`config.mk`:
```
export PLATFORM = sky130hd
export DESIGN_NAME = vram_arbiter_flat
export DESIGN_NICKNAME = d
export VERILOG_FILES = /design/src/rtl/vram_arbiter_if.sv /design/src/rtl/vram_arbiter.sv /design/src/flat_wrapper.sv
export SDC_FILE = /design/constraint.sdc
export NUM_CORES = 1
export LEC_CHECK = 0
export ABC_AREA = 1
export BUFFER_PORTS_ARGS = -buffer_cell sky130_fd_sc_hd__buf_2
export CELL_PAD_IN_SITES_DETAIL_PLACEMENT = 1
export CELL_PAD_IN_SITES_GLOBAL_PLACEMENT = 2
export CORE_MARGIN = 4
export CORE_UTILIZATION = 23
export DETAILED_ROUTE_END_ITERATION = 10
export PLACE_DENSITY = 0.73
export SETUP_SLACK_MARGIN = 0.02
export SYNTH_ARGS = -nofsm -noshare
export SYNTH_HDL_FRONTEND = slang
export SYNTH_SLANG_ARGS = --single-unit
```
`constraint.sdc`:
```
create_clock -name clk_vram -period 1.75 [get_ports clk_vram]
set_clock_uncertainty 0.2 [all_clocks]
set_input_delay 0.175 -clock clk_vram [delete_from_list [all_inputs] [get_ports clk_vram]]
set_output_delay 0.175 -clock clk_vram [all_outputs]
set_load 0.005 [all_outputs]
```
`src/rtl/vram_arbiter_if.sv`:
```
// Bus bundle between the VRAM arbiter and its neighbours: Z80 decode, ULA video fetcher and the RAM.
// The slave modport is the arbiter's view. The master modport is the surrounding system's view.
interface vram_arbiter_if #(
   parameter int ADDR_W = 15
);
   logic              cpu_req;
   logic              cpu_we;
   logic [ADDR_W-1:0] cpu_addr;
   logic [7:0]        cpu_wdata;
   logic [7:0]        cpu_rdata;
   logic              cpu_nwait;

   logic              vid_req;
   logic [ADDR_W-1:0] vid_addr;
   logic [7:0]        vid_rdata;
   logic              vid_ack;

   logic [ADDR_W-1:0] ram_addr;
   logic [7:0]        ram_wdata;
   logic              ram_we;
   logic [7:0]        ram_q;

   modport slave (
      input  cpu_req, cpu_we, cpu_addr, cpu_wdata,
      output cpu_rdata, cpu_nwait,
      input  vid_req, vid_addr,
      output vid_rdata, vid_ack,
      output ram_addr, ram_wdata, ram_we,
      input  ram_q
   );

   modport master (
      output cpu_req, cpu_we, cpu_addr, cpu_wdata,
      input  cpu_rdata, cpu_nwait,
      output vid_req, vid_addr,
      input  vid_rdata, vid_ack,
      input  ram_addr, ram_wdata, ram_we,
      output ram_q
   );
endinterface

```
`src/rtl/vram_arbiter.sv`:
```
// Single-port VRAM arbiter between the Z80 and the ULA video fetcher.
// Video normally has priority. A streak counter forces one CPU grant after MAX_VID_BURST video grants.
module vram_arbiter #(
   parameter int ADDR_W        = 15,
   parameter int MAX_VID_BURST = 4
) (
   input logic           clk_vram,
   input logic           nreset,
   vram_arbiter_if.slave bus
);

   typedef enum logic [2:0] {
      IDLE,
      VRD,
      VCAP,
      CRD,
      CCAP,
      CWR
   } state_t;

   localparam int                  STREAK_W   = $clog2(MAX_VID_BURST + 1);
   localparam logic [STREAK_W-1:0] STREAK_MAX = STREAK_W'(MAX_VID_BURST);

   state_t              state, state_d;
   logic [STREAK_W-1:0] vid_streak, vid_streak_d;
   logic                cpu_done;
   logic                cpu_active;
   logic                cpu_pend;
   logic                streak_cap;
   logic                grant_vid, grant_cpu;
   logic                cap_vid, cap_cpu, cwr_end;

   assign cpu_active = (state == CRD) || (state == CCAP) || (state == CWR);
   assign cpu_pend   = bus.cpu_req & ~cpu_done & ~cpu_active;
   assign streak_cap = cpu_pend & (vid_streak == STREAK_MAX);

   // The wait is held released during reset.
   // Otherwise a CPU cycle that was in flight would stall the Z80 until reset is removed.
   assign bus.cpu_nwait = ~nreset | ~(bus.cpu_req & ~cpu_done);

   // NOTE: every signal gets a default before the case; a path that skips an assignment would infer a latch.
   always_comb begin
      state_d      = state;
      vid_streak_d = vid_streak;
      grant_vid    = 1'b0;
      grant_cpu    = 1'b0;
      cap_vid      = 1'b0;
      cap_cpu      = 1'b0;
      cwr_end      = 1'b0;
      unique case (state)
         IDLE: begin
            if (bus.vid_req && !streak_cap) begin
               grant_vid = 1'b1;
               state_d   = VRD;
               if (!cpu_pend)
                  vid_streak_d = '0;
               else if (vid_streak != STREAK_MAX)
                  vid_streak_d = vid_streak + STREAK_W'(1);
            end else if (cpu_pend) begin
               grant_cpu    = 1'b1;
               state_d      = bus.cpu_we ? CWR : CRD;
               vid_streak_d = '0;
            end
         end
         VRD:  state_d = VCAP;
         VCAP: begin
            cap_vid = 1'b1;
            state_d = IDLE;
         end
         CRD:  state_d = CCAP;
         CCAP: begin
            cap_cpu = 1'b1;
            state_d = IDLE;
         end
         CWR: begin
            cwr_end = 1'b1;
            state_d = IDLE;
         end
         default: state_d = IDLE;
      endcase
   end

   always_ff @(posedge clk_vram or negedge nreset) begin
      if (!nreset) state <= IDLE;
      else         state <= state_d;
   end

   // NOTE: clocked state uses non-blocking assignments, so every register samples values from before the edge.
   always_ff @(posedge clk_vram or negedge nreset) begin
      if (!nreset) begin
         bus.ram_addr  <= '0;
         bus.ram_wdata <= '0;
         bus.ram_we    <= 1'b0;
         bus.cpu_rdata <= 8'hFF;
         bus.vid_rdata <= '0;
         bus.vid_ack   <= 1'b0;
         cpu_done      <= 1'b0;
         vid_streak    <= '0;
      end else begin
         bus.vid_ack <= cap_vid;
         vid_streak  <= vid_streak_d;

         if (grant_vid)
            bus.ram_addr <= bus.vid_addr;
         if (grant_cpu) begin
            bus.ram_addr  <= bus.cpu_addr;
            bus.ram_wdata <= bus.cpu_wdata;
            bus.ram_we    <= bus.cpu_we;
         end
         if (cwr_end)
            bus.ram_we <= 1'b0;

         if (cap_vid)
            bus.vid_rdata <= bus.ram_q;
         if (cap_cpu)
            bus.cpu_rdata <= bus.ram_q;

         // Completion only counts if the CPU is still asking; a dropped request just lets the access finish.
         if (!bus.cpu_req)
            cpu_done <= 1'b0;
         else if (cap_cpu || cwr_end)
            cpu_done <= 1'b1;
      end
   end

   a_vid_ack_pulse : assert property (@(posedge clk_vram) disable iff (!nreset)
      bus.vid_ack |=> !bus.vid_ack);

   a_we_only_in_cwr : assert property (@(posedge clk_vram) disable iff (!nreset)
      bus.ram_we |-> (state == CWR));

endmodule

```
`src/flat_wrapper.sv`:
```
// flat-port wrapper written by rule: the top's interface ports become plain ports
module vram_arbiter_flat 
#(
   parameter int ADDR_W        = 15,
   parameter int MAX_VID_BURST = 4
)
  (clk_vram, nreset, bus_cpu_req, bus_cpu_we, bus_cpu_addr, bus_cpu_wdata, bus_cpu_rdata, bus_cpu_nwait, bus_vid_req, bus_vid_addr, bus_vid_rdata, bus_vid_ack, bus_ram_addr, bus_ram_wdata, bus_ram_we, bus_ram_q);
  vram_arbiter_if #(.ADDR_W(ADDR_W)) bus_i ();
  input logic clk_vram;
  input logic nreset;
  input wire logic [$bits(bus_i.cpu_req)-1:0] bus_cpu_req;
  input wire logic [$bits(bus_i.cpu_we)-1:0] bus_cpu_we;
  input wire logic [$bits(bus_i.cpu_addr)-1:0] bus_cpu_addr;
  input wire logic [$bits(bus_i.cpu_wdata)-1:0] bus_cpu_wdata;
  output wire logic [$bits(bus_i.cpu_rdata)-1:0] bus_cpu_rdata;
  output wire logic [$bits(bus_i.cpu_nwait)-1:0] bus_cpu_nwait;
  input wire logic [$bits(bus_i.vid_req)-1:0] bus_vid_req;
  input wire logic [$bits(bus_i.vid_addr)-1:0] bus_vid_addr;
  output wire logic [$bits(bus_i.vid_rdata)-1:0] bus_vid_rdata;
  output wire logic [$bits(bus_i.vid_ack)-1:0] bus_vid_ack;
  output wire logic [$bits(bus_i.ram_addr)-1:0] bus_ram_addr;
  output wire logic [$bits(bus_i.ram_wdata)-1:0] bus_ram_wdata;
  output wire logic [$bits(bus_i.ram_we)-1:0] bus_ram_we;
  input wire logic [$bits(bus_i.ram_q)-1:0] bus_ram_q;
  assign bus_i.cpu_req = bus_cpu_req;
  assign bus_i.cpu_we = bus_cpu_we;
  assign bus_i.cpu_addr = bus_cpu_addr;
  assign bus_i.cpu_wdata = bus_cpu_wdata;
  assign bus_cpu_rdata = bus_i.cpu_rdata;
  assign bus_cpu_nwait = bus_i.cpu_nwait;
  assign bus_i.vid_req = bus_vid_req;
  assign bus_i.vid_addr = bus_vid_addr;
  assign bus_vid_rdata = bus_i.vid_rdata;
  assign bus_vid_ack = bus_i.vid_ack;
  assign bus_ram_addr = bus_i.ram_addr;
  assign bus_ram_wdata = bus_i.ram_wdata;
  assign bus_ram_we = bus_i.ram_we;
  assign bus_i.ram_q = bus_ram_q;
  vram_arbiter #(.ADDR_W(ADDR_W), .MAX_VID_BURST(MAX_VID_BURST)) u_core (.clk_vram(clk_vram), .nreset(nreset), .bus(bus_i));
endmodule
```
==> key figures <==
Hold path
  – Worst hold stages: 5
  – End of the worst hold path: u_core.bus.ram_addr[6]$_DFFE_PN0P_
  – Hold path startpoint: bus_cpu_addr[6]
  – HP Class: primary input to flip-flop

Routing
  – Total number of vias: approximately 2200
  – Routed Antenna Nets: 0
  – Average wire per standard cell: 12.4 µm
  – WL final: 6910 µm
  – Drt first-iter violations: 65
  – Drt pass-1 iters: 4
  – DRC: 0
  – Via/cell ratio: 3.96

Timing
  – Max frequency: 0.588 GHz
  – Final setup fails: 0
  – Final Cycle Share: 97.2%
  – Min Clock Period, post-route: 1.70 ns
  – Max-slew violations: 0
  – Final Hold Fails: 1
  – Setup TNS Final: 0 ns
  – Worst slew pin tran: 0.625 ns
  – Rel. slew slack: 58.3%
  – RSZ-0062 raised after global routing: true
  – Setup ws final: approximately 0.049 ns
  – Fin Hold WS: -0.000602 ns

Placed design
  – Place WS: roughly 0.014 ns
  – Global placement routability congestion: between 0.8 and 0.9
  – Number of buffers added on ports: a little over 90
  – Dpl hpwl: 4830 µm

Power and ir drop
  – Peak supply drop: 0.424 mV
  – Power density over the cells: 1450 nW/µm²
  – P_leak: about 2 nW

Synth
  – Top post-synthesis cells by area: dfrtp_1 (45%), nand2_1 (20%), dfstp_2 (9.5%), inv_1 (6.9%), o21ai_0 (5.4%)
  – Yosys top cell area share: 45.2%
  – Sequential area share after synthesis: 54.7%
  – Mapped cell area: 2220 µm²
  – Synthesized area per cell: ~8 µm²
  – Leading area contributor after synthesis: dfrtp_1
  – Synthesized flop and latch total: 48
  – Yosys warning total: 0
  – Syn Inst Count: 280
  – Syn Nets: 333
  – Synth cell types: 23

Status
  – Run status: finished, violations left
  – Failing checks: hold timing

Critical path
  – Reg2reg path depth: 10
  – CP max FO: 6
  – Crit path required time: around 1.8 ns
  – Worst r2r src: u_core.vid_streak[1]$_DFFE_PN0P_
  – WP data arrival: 1.71 ns
  – Setup CP Type: flip-flop to flip-flop
  – CP startpoint: u_core.vid_streak[1]$_DFFE_PN0P_
  – Worst r2r dst: u_core.bus.ram_addr[11]$_DFFE_PN0P_
  – Crit start category: flip-flop
  – Worst R2R Setup Slack: just under 0.05 ns
  – CP Capture Type: flip-flop

Finish
  – Register area: 1210 µm²
  – Layout cell share with drive strength beyond 1: a little over a third
  – Area of the multi-input gates: 850 µm²
  – Fill count: 1134
  – Area delta synth->final: 60.0%
  – Final #Nets: 482
  – Antenna diodes: 0

Die
  – Horiz. Die Dim: between 100 and 150 µm
  – Ports: 93
  – Core Box Area: 9330 µm²
  – Starting Density: a little under a quarter
  – Die area: 11300 µm²
  – Rows: 35
  – Die height: 106 µm

Clock tree
  – CTS tree: built
  – Clk_lat worst skew: 0.30 ns
  – H-tree depth: 2
  – CTS buffer count: 5
  – CTS Sinks: 48
  – Root Buffer: clkbuf_8
  – Max clock buf depth: 2
  – Worst-path clk slew: 0.10 ns

Global route
  – Gr ovfl total: 0
  – Pin count of the biggest net entering global routing: 49
  – Vias in the first global route: between 2000 and 2500
  – First-pass GRT wire length: 11400 µm
  – Initial antenna violation count: 0
  – GRT Util Overall: roughly an eighth

Flow run
  – Max Cap Violations: 0
synth_stat cells:
library cell / n
a21boi_0: 1
ha_1: 2
dfrtp_1: 40
nand2_2: 1
o21ai_0: 24
nor2_4: 1
nand3_1: 14
nand4_1: 2
buf_6: 1
xor2_1: 1
inv_2: 6
dfstp_2: 8
o211ai_2: 1
a21oi_4: 1
nand2_1: 119
inv_1: 41
o22ai_1: 1
nor2_2: 1
nor2_1: 8
nand3_2: 1
nor3_1: 1
buf_2: 3
clkbuf_1: 2
layer usage:
layer	up-vias	wire length, µm	GRT usage (%)
li1	1142	-	-
met5	-	0	0
met4	0	17	2.22
met2	65	3320	21.1
met1	1005	3140	16.2
met3	2	427	2.98
how the worst max path moves through the flow:
stage                                                to  slack (ns)  cells after the start
global route        u_core.bus.ram_addr[13]$_DFFE_PN0P_       -0.04                     10
detailed placement          u_core.state[1]$_DFFE_PN0P_        0.01                     10
global placement     u_core.bus.ram_addr[6]$_DFFE_PN0P_        0.10                     10
floorplan            u_core.bus.ram_addr[3]$_DFFE_PN0P_        0.15                      9
CTS                         u_core.state[1]$_DFFE_PN0P_      -0.003                     10
finish              u_core.bus.ram_addr[11]$_DFFE_PN0P_        0.05                     10
where the power goes:
part	switching [mW]	total [mW]	internal, mW
logic	1.25	2.31	1.05
registers	0.293	1.99	1.70
clock network	0.387	0.855	0.468
total	1.93	5.15	3.22
cell type report:
type | instances | area share [%]
clock inverters | 2 | 1.09
flip-flops and latches | 48 | 34.2
well taps | 129 | 4.55
inverters | 47 | 5.05
multi-input cells | 179 | 24.0
repair buffers | 148 | 28.8
clock buffers | 6 | 2.33
sequential cells by signal, summed over array words and instances (netlist names):
name                  flops
u_core.bus.ram_addr      15
u_core.bus.cpu_rdata      8
u_core.bus.ram_wdata      8
u_core.bus.vid_rdata      8
u_core.state              3
u_core.vid_streak         3
u_core.bus.ram_we         1
u_core.bus.vid_ack        1
u_core.cpu_done           1
kinds of logic (layout without fill, tap and decap cells):
kind of cell	count (synthesis)	count (layout)	synth area share, %
fa+ha+maj	2	2	1.13
xor+xnor	1	1	0.395
buf+inv	53	203	9.49
flops	48	48	54.7
simple gates	148	148	27.0
compound gates	28	28	7.34
what timing repair did:
action                                  4_1_cts  5_1_grt
gates resized for setup                       0       30
hold buffers                                 42        0
hold endpoints to repair                     83        0
endpoints found under the setup margin        5       30
pin swaps                                     0       13
buffers inserted                              0        4
gates cloned                                  0        1
worst max-delay path: stages (launching register included):
cell and delay [ns]:
dfrtp_1 0.40, inv_2 0.09, ha_4 0.13, nand2_2 0.05, inv_2 0.07, nand4_1 0.17, nand3_2 0.19, clkbuf_16 0.17
nand2_1 0.05, nand2_1 0.06, nand2_1 0.04
cells in the final DEF, fill, tap and decap left out, types with 2 or more instances in the layout:
cell           count
clkbuf_8           6
nor2_4             2
inv_2             10
o21ai_0           18
nor2_1             6
nand2_2            6
dlygate4sd3_1     42
nor2_2             2
dfstp_2            8
nand2_1          113
buf_2             92
dfrtp_2            2
nand4_1            2
nand3_2            2
dfrtp_1           38
o21ai_1            4
nand3_1           13
o21ai_2            2
buf_4             11
inv_1             36
stage by stage:
| step | total power [mW] | cells | instance area [µm²] | utilization [%] |
|---|---|---|---|---|
| 3_3_place_gp | 4.02 | 504 | 2880 | 30.9 |
| 4_1_cts | 5.04 | 554 | 3430 | 36.7 |
| 6_report | 5.15 | 559 | 3540 | 38.0 |
| 5_1_grt | 5.65 | 559 | 3540 | 38.0 |
| 2_1_floorplan | 3.10 | 280 | 2220 | - |
| 3_5_place_dp | 4.08 | 504 | 2880 | 30.9 |
Power figures use the tool's default switching activity.
